## config.mk

```make
export PLATFORM = sky130hd
export DESIGN_NAME = pattern_serializer_flat
export DESIGN_NICKNAME = d
export VERILOG_FILES = /design/src/rtl/pattern_serializer_if.sv /design/src/rtl/pattern_serializer.sv /design/src/flat_wrapper.sv
export SDC_FILE = /design/constraint.sdc
export NUM_CORES = 1
export LEC_CHECK = 0
export ABC_AREA = 1
export CORE_MARGIN = 1.5
export CORE_UTILIZATION = 40
export CTS_CLUSTER_DIAMETER = 40
export CTS_CLUSTER_SIZE = 25
export DETAILED_ROUTE_END_ITERATION = 10
export RECOVER_POWER = 25
export SETUP_SLACK_MARGIN = 0.2
export SLEW_MARGIN = 5
export SYNTH_ARGS = -nofsm -noshare
export SYNTH_HDL_FRONTEND = slang
export SYNTH_SLANG_ARGS = --single-unit
export TNS_END_PERCENT = 10
```

## constraint.sdc

```tcl
create_clock -name clock -period 2.95 [get_ports clock]
set_input_delay 0.59 -clock clock [delete_from_list [all_inputs] [get_ports clock]]
set_output_delay 0.59 -clock clock [all_outputs]
set_load 0.005 [all_outputs]
```

## src/rtl/pattern_serializer_if.sv

```systemverilog
// Word handshake between a word source and the pattern serializer.
interface pattern_serializer_if #(
  parameter int WIDTH = 8
);
  logic [WIDTH-1:0] data;
  logic             valid;
  logic             ready;

  modport master (output data, output valid, input ready);
  modport slave  (input data, input valid, output ready);
endinterface

```

## src/rtl/pattern_serializer.sv

```systemverilog
// Parallel-to-serial transmitter, MSB first, with reference 001/111 match
// flags and saturating match counters for checking a downstream detector.
//
// state   | meaning
// --------+------------------------------------------------
// S_IDLE  | no word in flight, serial line quiet
// S_SHIFT | word in flight, idx_q is the bit now on o
module pattern_serializer #(
  parameter int WIDTH = 8
) (
  input  logic                 clock,
  input  logic                 reset_n,
  pattern_serializer_if.slave  bus,
  output logic                 o,
  output logic                 o_valid,
  output logic [1:0]           exp,
  output logic [7:0]           cnt_001,
  output logic [7:0]           cnt_111
);

  localparam int IW = (WIDTH > 2) ? $clog2(WIDTH) : 1;
  localparam logic [IW-1:0] IDX_LAST = IW'(WIDTH - 1);

  typedef enum logic {
    S_IDLE  = 1'b0,
    S_SHIFT = 1'b1
  } state_t;

  state_t           state_q, state_d;
  logic [WIDTH-1:0] sreg_q, sreg_d;
  logic [IW-1:0]    idx_q, idx_d;
  logic [1:0]       hist_q, hist_d;
  logic [1:0]       hlen_q, hlen_d;
  logic [7:0]       cnt_001_q, cnt_001_d;
  logic [7:0]       cnt_111_q, cnt_111_d;

  logic             last_bit;
  logic             xfer;
  logic             ready;

  assign last_bit = (state_q == S_SHIFT) && (idx_q == IDX_LAST);

  // State register
  always_ff @(posedge clock or negedge reset_n) begin
    if (!reset_n) state_q <= S_IDLE;
    else          state_q <= state_d;
  end

  // Next-state: a reload on the last bit keeps the stream gapless
  always_comb begin
    state_d = state_q;
    case (state_q)
      S_IDLE:  if (xfer) state_d = S_SHIFT;
      S_SHIFT: if (last_bit) state_d = xfer ? S_SHIFT : S_IDLE;
      default: state_d = S_IDLE;
    endcase
  end

  // FSM outputs: handshake, serial line and match flags
  always_comb begin
    ready   = (state_q == S_IDLE) || last_bit;
    xfer    = bus.valid && ready;
    o_valid = (state_q == S_SHIFT);
    o       = o_valid && sreg_q[WIDTH-1];
    exp[1]  = o_valid && (hlen_q == 2'd2) && (hist_q == 2'b00) && o;
    exp[0]  = o_valid && (hlen_q == 2'd2) && (hist_q == 2'b11) && o;
  end

  assign bus.ready = ready;
  assign cnt_001   = cnt_001_q;
  assign cnt_111   = cnt_111_q;

  // Datapath next values: shifter, bit index, match history, counters
  always_comb begin
    sreg_d    = sreg_q;
    idx_d     = idx_q;
    hist_d    = hist_q;
    hlen_d    = hlen_q;
    cnt_001_d = cnt_001_q;
    cnt_111_d = cnt_111_q;

    if (xfer) begin
      sreg_d = bus.data;
      idx_d  = '0;
    end else if (state_q == S_SHIFT) begin
      sreg_d = {sreg_q[WIDTH-2:0], 1'b0};
      idx_d  = idx_q + 1'b1;
    end

    // A stream break wipes history so no match spans the gap
    if (state_q == S_SHIFT && state_d == S_IDLE) begin
      hist_d = 2'b00;
      hlen_d = 2'd0;
    end else if (o_valid) begin
      hist_d = {hist_q[0], o};
      hlen_d = (hlen_q == 2'd2) ? 2'd2 : hlen_q + 2'd1;
    end

    if (exp[1] && cnt_001_q != 8'hFF) cnt_001_d = cnt_001_q + 8'd1;
    if (exp[0] && cnt_111_q != 8'hFF) cnt_111_d = cnt_111_q + 8'd1;
  end

  // Datapath registers
  always_ff @(posedge clock or negedge reset_n) begin
    if (!reset_n) begin
      sreg_q    <= '0;
      idx_q     <= '0;
      hist_q    <= 2'b00;
      hlen_q    <= 2'd0;
      cnt_001_q <= 8'd0;
      cnt_111_q <= 8'd0;
    end else begin
      sreg_q    <= sreg_d;
      idx_q     <= idx_d;
      hist_q    <= hist_d;
      hlen_q    <= hlen_d;
      cnt_001_q <= cnt_001_d;
      cnt_111_q <= cnt_111_d;
    end
  end

endmodule

```

## src/flat_wrapper.sv

```systemverilog
// flat-port wrapper written by rule: the top's interface ports become plain ports
module pattern_serializer_flat 
#(
  parameter int WIDTH = 8
)
  (clock, reset_n, o, o_valid, exp, cnt_001, cnt_111, bus_data, bus_valid, bus_ready);
  pattern_serializer_if #(.WIDTH(WIDTH)) bus_i ();
  input  logic clock;
  input  logic reset_n;
  output logic o;
  output logic o_valid;
  output logic [1:0] exp;
  output logic [7:0] cnt_001;
  output logic [7:0] cnt_111;
  input wire logic [$bits(bus_i.data)-1:0] bus_data;
  input wire logic [$bits(bus_i.valid)-1:0] bus_valid;
  output wire logic [$bits(bus_i.ready)-1:0] bus_ready;
  assign bus_i.data = bus_data;
  assign bus_i.valid = bus_valid;
  assign bus_ready = bus_i.ready;
  pattern_serializer #(.WIDTH(WIDTH)) u_core (.clock(clock), .reset_n(reset_n), .bus(bus_i), .o(o), .o_valid(o_valid), .exp(exp), .cnt_001(cnt_001), .cnt_111(cnt_111));
endmodule
```

; Word-level counts from Yosys, hierarchy flattened
; Index checks and enable logic that the tools add are counted.
[totals]
word_cells = 45
output_inout_bits = 21
regBits = 32
inputBits = 11
[op_classes]
n_eq_ne = 5
bitwise = 2
n_addsub = 4
n_reduce_logical = 15
muxes = 12
[ops]
columns = op, n
row1 = $add A8 B1 Y8 const B, 2
row2 = $mux W8, 2
row3 = $ne A8 B8 Y1 const B, 2
row4 = $logic_and A1 B1 Y1, 11
row5 = $mux W2, 5
row6 = $mux W3, 2
row7 = $eq A2 B2 Y1 const B, 2
row8 = $reduce_bool A2 Y1, 2
row9 = $add A3 B1 Y3 const B, 1
row10 = $eq A3 B3 Y1 const B, 1
row11 = $add A2 B1 Y2 const B, 1
row12 = $logic_not A2 Y1, 1
row13 = $mux W1, 2
row14 = $not A1 Y1, 2
row15 = $pmux W1 S2, 1
row16 = $logic_or A1 B1 Y1, 1

; Logic depth before layout (Yosys ltp)
; Gate-level depths: netlist of run 1.
[depth]
ltp_word = 10
ltp_mapped = 8
mapped_depth_nobuf = 8

; Worst setup path before layout of run 1
; Ideal clock, no wire load.
[synth_path]
path_type = reg2out
from = register u_core.idx_q[0]
to = output bus_ready
arrival_time_ns = 1.119
path_stages_with_launch = 5
t_required_ns = 2.360
n_path_buf = 1
path_slack_ns = 1.241
path_cell_list = dfrtp_1 -> ha_1 -> ha_1 -> or2_1 -> buf_6
[synth_via]
elab_chain_len = 3
[synth_rtl]
columns = item, line_no
row1 = "start, declared", pattern_serializer.sv:31  ; logic [IW-1:0] idx_q, idx_d;
row2 = "start signal, assigned", pattern_serializer.sv:114  ; idx_q <= idx_d;
row3 = $eq A3 B3 Y1, pattern_serializer.sv:41  ; assign last_bit = (state_q == S_SHIFT) && (idx_q == IDX_LAST);
row4 = $logic_and A1 B1 Y1, pattern_serializer.sv:41
row5 = $logic_or A1 B1 Y1, pattern_serializer.sv:61  ; ready = (state_q == S_IDLE) || last_bit;
row6 = "end, declared", flat_wrapper.sv:17  ; output wire logic [$bits(bus_i.ready)-1:0] bus_ready;
; No other way between the ends.

; Worst setup path in the final report of run 1
; Ends and elaborated chain as after synthesis.

==> results.yml, run 1 <==
outcome:
  status: "finished, violations left"
  violations: "max-capacitance violations, max-slew violations"
setup_path:
  crit_path_top_delay_cell: "clkdlybuf4s50_1"
  r2r_end: "u_core.idx_q[0]"
  startpoint: "u_core.idx_q[0]"
  reg2reg_setup_slack_ps: 1290
  crit_top_cell: "ha_1"
  timing.critical_path.to: "bus_ready"
  crit_fanout: 11
  worst-endpoint-arrival_ps: 1970
  ff2ff_path_depth: 6
  crit_chain: "ha_1 > ha_1 > or2_1 > clkdlybuf4s50_1"
  timing_worst_setup_path_type: "reg2out"
  r2r_start: "u_core.idx_q[0]"
  cp_slowest_stage_delay_ps: 510
  worstSetupEndpointType: "primary output"
  required_ps: 2360
  start_kind: "flop"
yosys:
  synth.avg_cell_area_um2: 7.78
  async_flop_share_pct: 100
  syn_area_um2: 1750
  synth_nets: 242
  synth_top_flop_cell: "dfrtp_1"
  ys_seq_elements: 32
  seq_area_frac_synth_pct: 45.7
  netlist_top_cells_count: "77 x nand2_1, 50 x nand3_1, 32 x dfrtp_1"
  synth_adder_area_share_pct: 4.29
  synth_top_cell_by_area: "dfrtp_1"
  yosysWarnings: 0
  synth_top_area_share_pct: 45.7
  synth_top_family_by_area: "simple AND/OR/NAND/NOR gates"
  synthXorXnorAreaFrac_pct: 3.00
  synth_compound_area_share_pct: 2.57
  synth.distinct_cells: 21
  synth_area_leaders: "dfrtp_1 46%, nand2_1 17%, nand3_1 14%"
  synth_edf_count: 0
  synthCells: 225
  muxShareOfSynthArea_pct: 0
  synthMostInstantiatedCell: "nand2_1"
  yosys.area_share.simple_pct: 37.6
route:
  drt_iter0_markers: 45
  vias_per_cell: 4.87
  wl_mm: 3.47
  wl_per_cell_um: 11.2
  dr.pass1.iters: 4
  vias: 1510
  drc_errors: 0
  ant_nets: 0
floorplanning:
  core-area_um2: 4120
  die_area_um2: 4780
  fp-row-count: 23
  die_x_um: 69.2
  start_util_pct: 42.5
  num_io_pins: 32
  die_h_um: 69.2
pwr:
  p_sw_mw: 0.487
  power_mw: 1.44
  peakVddDrop_mv: 0.253
  swShare_pct: 33.7
  combinationalPowerShare_pct: 31.7
  leakage_nw: 1.02
  p_seq_share_pct: 44.6
  power.internal_mw: 0.957
  p_per_area_nw_per_um2: 661
  p_clk_share_pct: 23.7
sta:
  worstMarginPinSlew_ps: 1710
  slew_violations: 33
  period_share_pct: 86.9
  min_period_ps: 2560
  finalSetupTns_ps: 0
  max-slew-margin-rel_pct: -14.3
  setup_viol: 0
  hold_viol: 0
  fin_skew_ps: 3.43
  fmax_ghz: 0.390
  rsz0062_at_grt: "no"
finish:
  drive_above_1_share_pct: 6.15
  num-fill-cells: 418
  diodes: 0
  multi_input_area_um2: 831
  syn_to_final_growth_pct: 24.7
  nNetsFinal: 276
  seq_area_um2: 801
clock_tree:
  cts_buffer_depth: 2
  cts-root-buf: "clkbuf_8"
  cts.sink_count: 32
  cts.clk_slew.worst_paths_ps: 60
  cts_tree: "built"
  htree_levels: 2
  cts_resized: 0
  hold_buffers: 0
  worstSkewPairLatency_ps: 280
  numCtsBuffers: 5
  post_cts_buffers: 0
global_route:
  grt_max_degree: 33
  grt_pass1_wl_mm: 6.23
  grt_pass1_vias: 1397
  antenna_found_initial: 0
  grt_usage_pct: 15.9
  grt_overflow_total: 0
placement:
  place.gp.congestion: 0.793
  io_buffers: 31
  dp_hpwl_mm: 2.47
run:
  max_cap_viol_count: 1
min_path:
  hold_start: "u_core.sreg_q[6]"
  hold_class: "reg2reg"
[worst max-delay path: cells and delay by family (launching register included)]
| kind | cells | cell delay, ps |
|---|---|---|
| adders and majority gates | 2 | 400 |
| buffers and inverters | 1 | 510 |
| DFF | 1 | 400 |
| and+or+nand+nor | 1 | 380 |
[worst min path at each step]
stage                              endpoint  slack (ps)  depth (start not counted)
after floorplan           u_core.cnt_001[0]         290                          0
after global routing       u_core.sreg_q[7]         540                          2
final                      u_core.sreg_q[7]         510                          2
after global placement     u_core.sreg_q[5]         490                          2
after detailed placement   u_core.sreg_q[7]         490                          2
after CTS                  u_core.sreg_q[7]         510                          2
[metrics by stage]
stage | hold WS [ps] | instances | setup WS, ps | utilization, % | cell area (um^2)
2_1_floorplan | 294 | 225 | 1240 | - | 1750
3_3_place_gp | 488 | 302 | 756 | 51.0 | 2100
3_5_place_dp | 494 | 302 | 716 | 51.0 | 2100
4_1_cts | 508 | 310 | 374 | 53.1 | 2190
5_1_grt | 539 | 310 | 213 | 53.1 | 2180
6_report | 505 | 310 | 388 | 53.1 | 2180
[layout by cell type, fill, tap and decap left out, drive strengths merged]
cell type,Yosys,final
clkbuf,1,9
inv,20,20
xnor2,4,4
nand3,50,50
nand2,81,81
dfrtp,32,32
nor2,13,13
ha,6,6
nand4,1,1
clkdlybuf4s50,0,30
xor2,2,2
o21ai,9,9
dlygate4sd3,0,1
buf,5,1
or2,1,1
[cell families (layout without fill, tap and decap cells)]
family / after synthesis / after routing
simple gates: 146 / 146
flops: 32 / 32
buf+inv: 26 / 61
compound gates: 9 / 9
fa+ha+maj: 6 / 6
xor+xnor: 6 / 6
[metal layers]
metal	vias to the layer above	share of wire (%)	track usage, %
li1	790	-	-
met1	684	53	22.7
met2	29	42	23.0
met3	7	4.2	4.97
met4	0	1.3	5.23
met5	-	0	0
[power by group through the flow]
stage / clock (mW) / combinational, mW / sequential [mW]
global placement: 0 / 0.455 / 0.646
finish: 0.342 / 0.458 / 0.644
global route: 0.371 / 0.532 / 0.662
floorplan: 0 / 0.332 / 0.623
detailed placement: 0 / 0.463 / 0.648
CTS: 0.355 / 0.468 / 0.644
[registers in the layout, summed over array words and instances (netlist names)]
| register | count |
|---|---|
| u_core.sreg_q | 8 |
| u_core.idx_q | 3 |
| u_core.hist_q | 2 |
| u_core.cnt_001 | 8 |
| u_core.cnt_111 | 8 |
| u_core.hlen_q | 2 |
| u_core.o_valid | 1 |
[area by class of cell]
class | count | share of cell area (%)
clock buffer | 8 | 4.13
tap | 50 | 2.87
multi-input combinational | 167 | 38.1
inverter | 20 | 3.55
timing repair buffer | 33 | 14.7
sequential | 32 | 36.7
Power figures use the tool's default switching activity.
==> run 2: changes to the inputs <==
Settings changed: CELL_PAD_IN_SITES_DETAIL_PLACEMENT set to 1, CELL_PAD_IN_SITES_GLOBAL_PLACEMENT set to 1, PLACE_DENSITY_LB_ADDON set to 0.1.
==> run 2 against run 1 <==
Compared with the run above: the run still ends with max-capacitance violations, max-slew violations left; routed wire length grew 18%; die area is the same; maximum frequency fell by 2.0%; largest cell class unchanged; critical path type unchanged; clock skew is 2.4 ps higher.
==> results.yml, run 2 (synthesis results as in run 1) <==
route:
  dr.pass1.iters: 4
  drt_iter0_markers: 48
  drc_errors: 0
  wl_mm: 4.09
  vias: 1560
  vias_per_cell: 5.05
  wl_per_cell_um: 13.2
  ant_nets: 0
setup_path:
  r2r_start: "u_core.o_valid"
  ff2ff_path_depth: 5
  required_ps: 2360
  worst-endpoint-arrival_ps: 2020
  start_kind: "flop"
  crit_fanout: 14
  r2r_end: "u_core.sreg_q[5]"
  reg2reg_setup_slack_ps: 1220
  worstSetupEndpointType: "primary output"
  timing_worst_setup_path_type: "reg2out"
floorplanning:
  die_area_um2: 4780
  fp-row-count: 23
  core-area_um2: 4120
  die_h_um: 69.2
  num_io_pins: 32
  die_x_um: 69.2
  start_util_pct: 42.5
placement:
  dp.cells: 301
  io_buffers: 31
  dp_slack_ps: 558
  dpl-instance-area_um2: 2090
  place.gp.congestion: 0.777
  dp_hpwl_mm: 2.89
global_route:
  grt_pass1_vias: 1576
  grt_pass1_wl_mm: 7.42
  grt_max_degree: 33
  antenna_found_initial: 0
  grt_usage_pct: 18.8
  grt_overflow_total: 0
sta:
  worstMarginPinSlew_ps: 1710
  setup_viol: 0
  finalSetupTns_ps: 0
  fin_skew_ps: 5.84
  max-slew-margin-rel_pct: -13.7
  fin_ws_ps: 336
  rsz0062_at_grt: "no"
  fmax_ghz: 0.383
  hold_viol: 0
  slew_violations: 33
  period_share_pct: 88.6
  min_period_ps: 2610
run:
  max_cap_viol_count: 1
finish:
  nNetsFinal: 275
  instances_no_fill: 309
  layout_common_cells: "77 x nand2_1, 50 x nand3_1, 31 x clkdlybuf4s50_1, 31 x dfrtp_1, 17 x inv_1"
  drive_above_1_share_pct: 6.56
  post-route-util_pct: 53.0
  syn_to_final_growth_pct: 24.6
  final_common_cell: "nand2_1"
  diodes: 0
  fin_area_um2: 2180
clock_tree:
  cts-root-buf: "clkbuf_8"
  hold_buffers: 0
  worstSkewPairLatency_ps: 280
  cts_tree: "built"
  cts_buffer_depth: 2
  numCtsBuffers: 5
  cts_resized: 0
  htree_levels: 2
  cts.sink_count: 32
  cts.clk_slew.worst_paths_ps: 60
  post_cts_buffers: 0
outcome:
  violations: "max-capacitance violations, max-slew violations"
  status: "finished, violations left"
pwr:
  leakage_nw: 1.00
  peakVddDrop_mv: 0.397
  p_per_area_nw_per_um2: 676
min_path:
  holdPathEnd: "u_core.sreg_q[0]"
  hold_start: "u_core.sreg_q[0]"
  hold_depth: 2
  hold_class: "reg2reg"
[run 2: changes by cell type in the layout (fill, tap and decap cells not counted), sizes merged]
cell / previous run / this run
buf: 1 / 0
clkinvlp: 0 / 1
clkdlybuf4s50: 30 / 31
dlygate4sd3: 1 / 0
inv: 20 / 19
[run 2: through the flow]
step	power, mW	hold WS (ps)
6_report	1.47	523
5_1_grt	1.60	570
3_3_place_gp	1.10	505
3_5_place_dp	1.13	513
2_1_floorplan	0.955	294
4_1_cts	1.49	530
[run 2: area by class of cell]
type,count,area (um^2)
fill,532,1930
clock buffer,8,90.1
multi-input combinational,167,831
sequential,32,802
tap,50,62.6
timing repair buffer,32,314
inverter,20,81.3
[run 2: per-layer routing]
metal	up-vias	wire, um	GRT usage, %
met1	739	1910	24.1
met2	25	2020	32.5
met5	-	0	0
met4	0	48	5.88
li1	788	-	-
met3	8	103	3.07
[run 2: power breakdown]
part           internal, mW  total (mW)  switching (mW)
logic                 0.215       0.469           0.254
registers             0.551       0.651           0.100
clock network         0.190       0.353           0.163
[run 2: worst max-delay path by stage]
stage / startpoint / to / slack, ps / cells past startpoint
3_5_place_dp: u_core.o_valid / bus_ready / 560 / 3
6_report: u_core.o_valid / bus_ready / 340 / 3
5_1_grt: reset_n / u_core.o_valid / 170 / 2
2_1_floorplan: u_core.idx_q[0] / bus_ready / 1240 / 4
4_1_cts: u_core.o_valid / bus_ready / 240 / 3
3_3_place_gp: u_core.o_valid / bus_ready / 610 / 3
[run 2: critical path: stages, from the launching register on]
cell and delay, ps:
dfrtp_2 530, clkinvlp_4 280, or2_1 420, clkdlybuf4s50_1 510
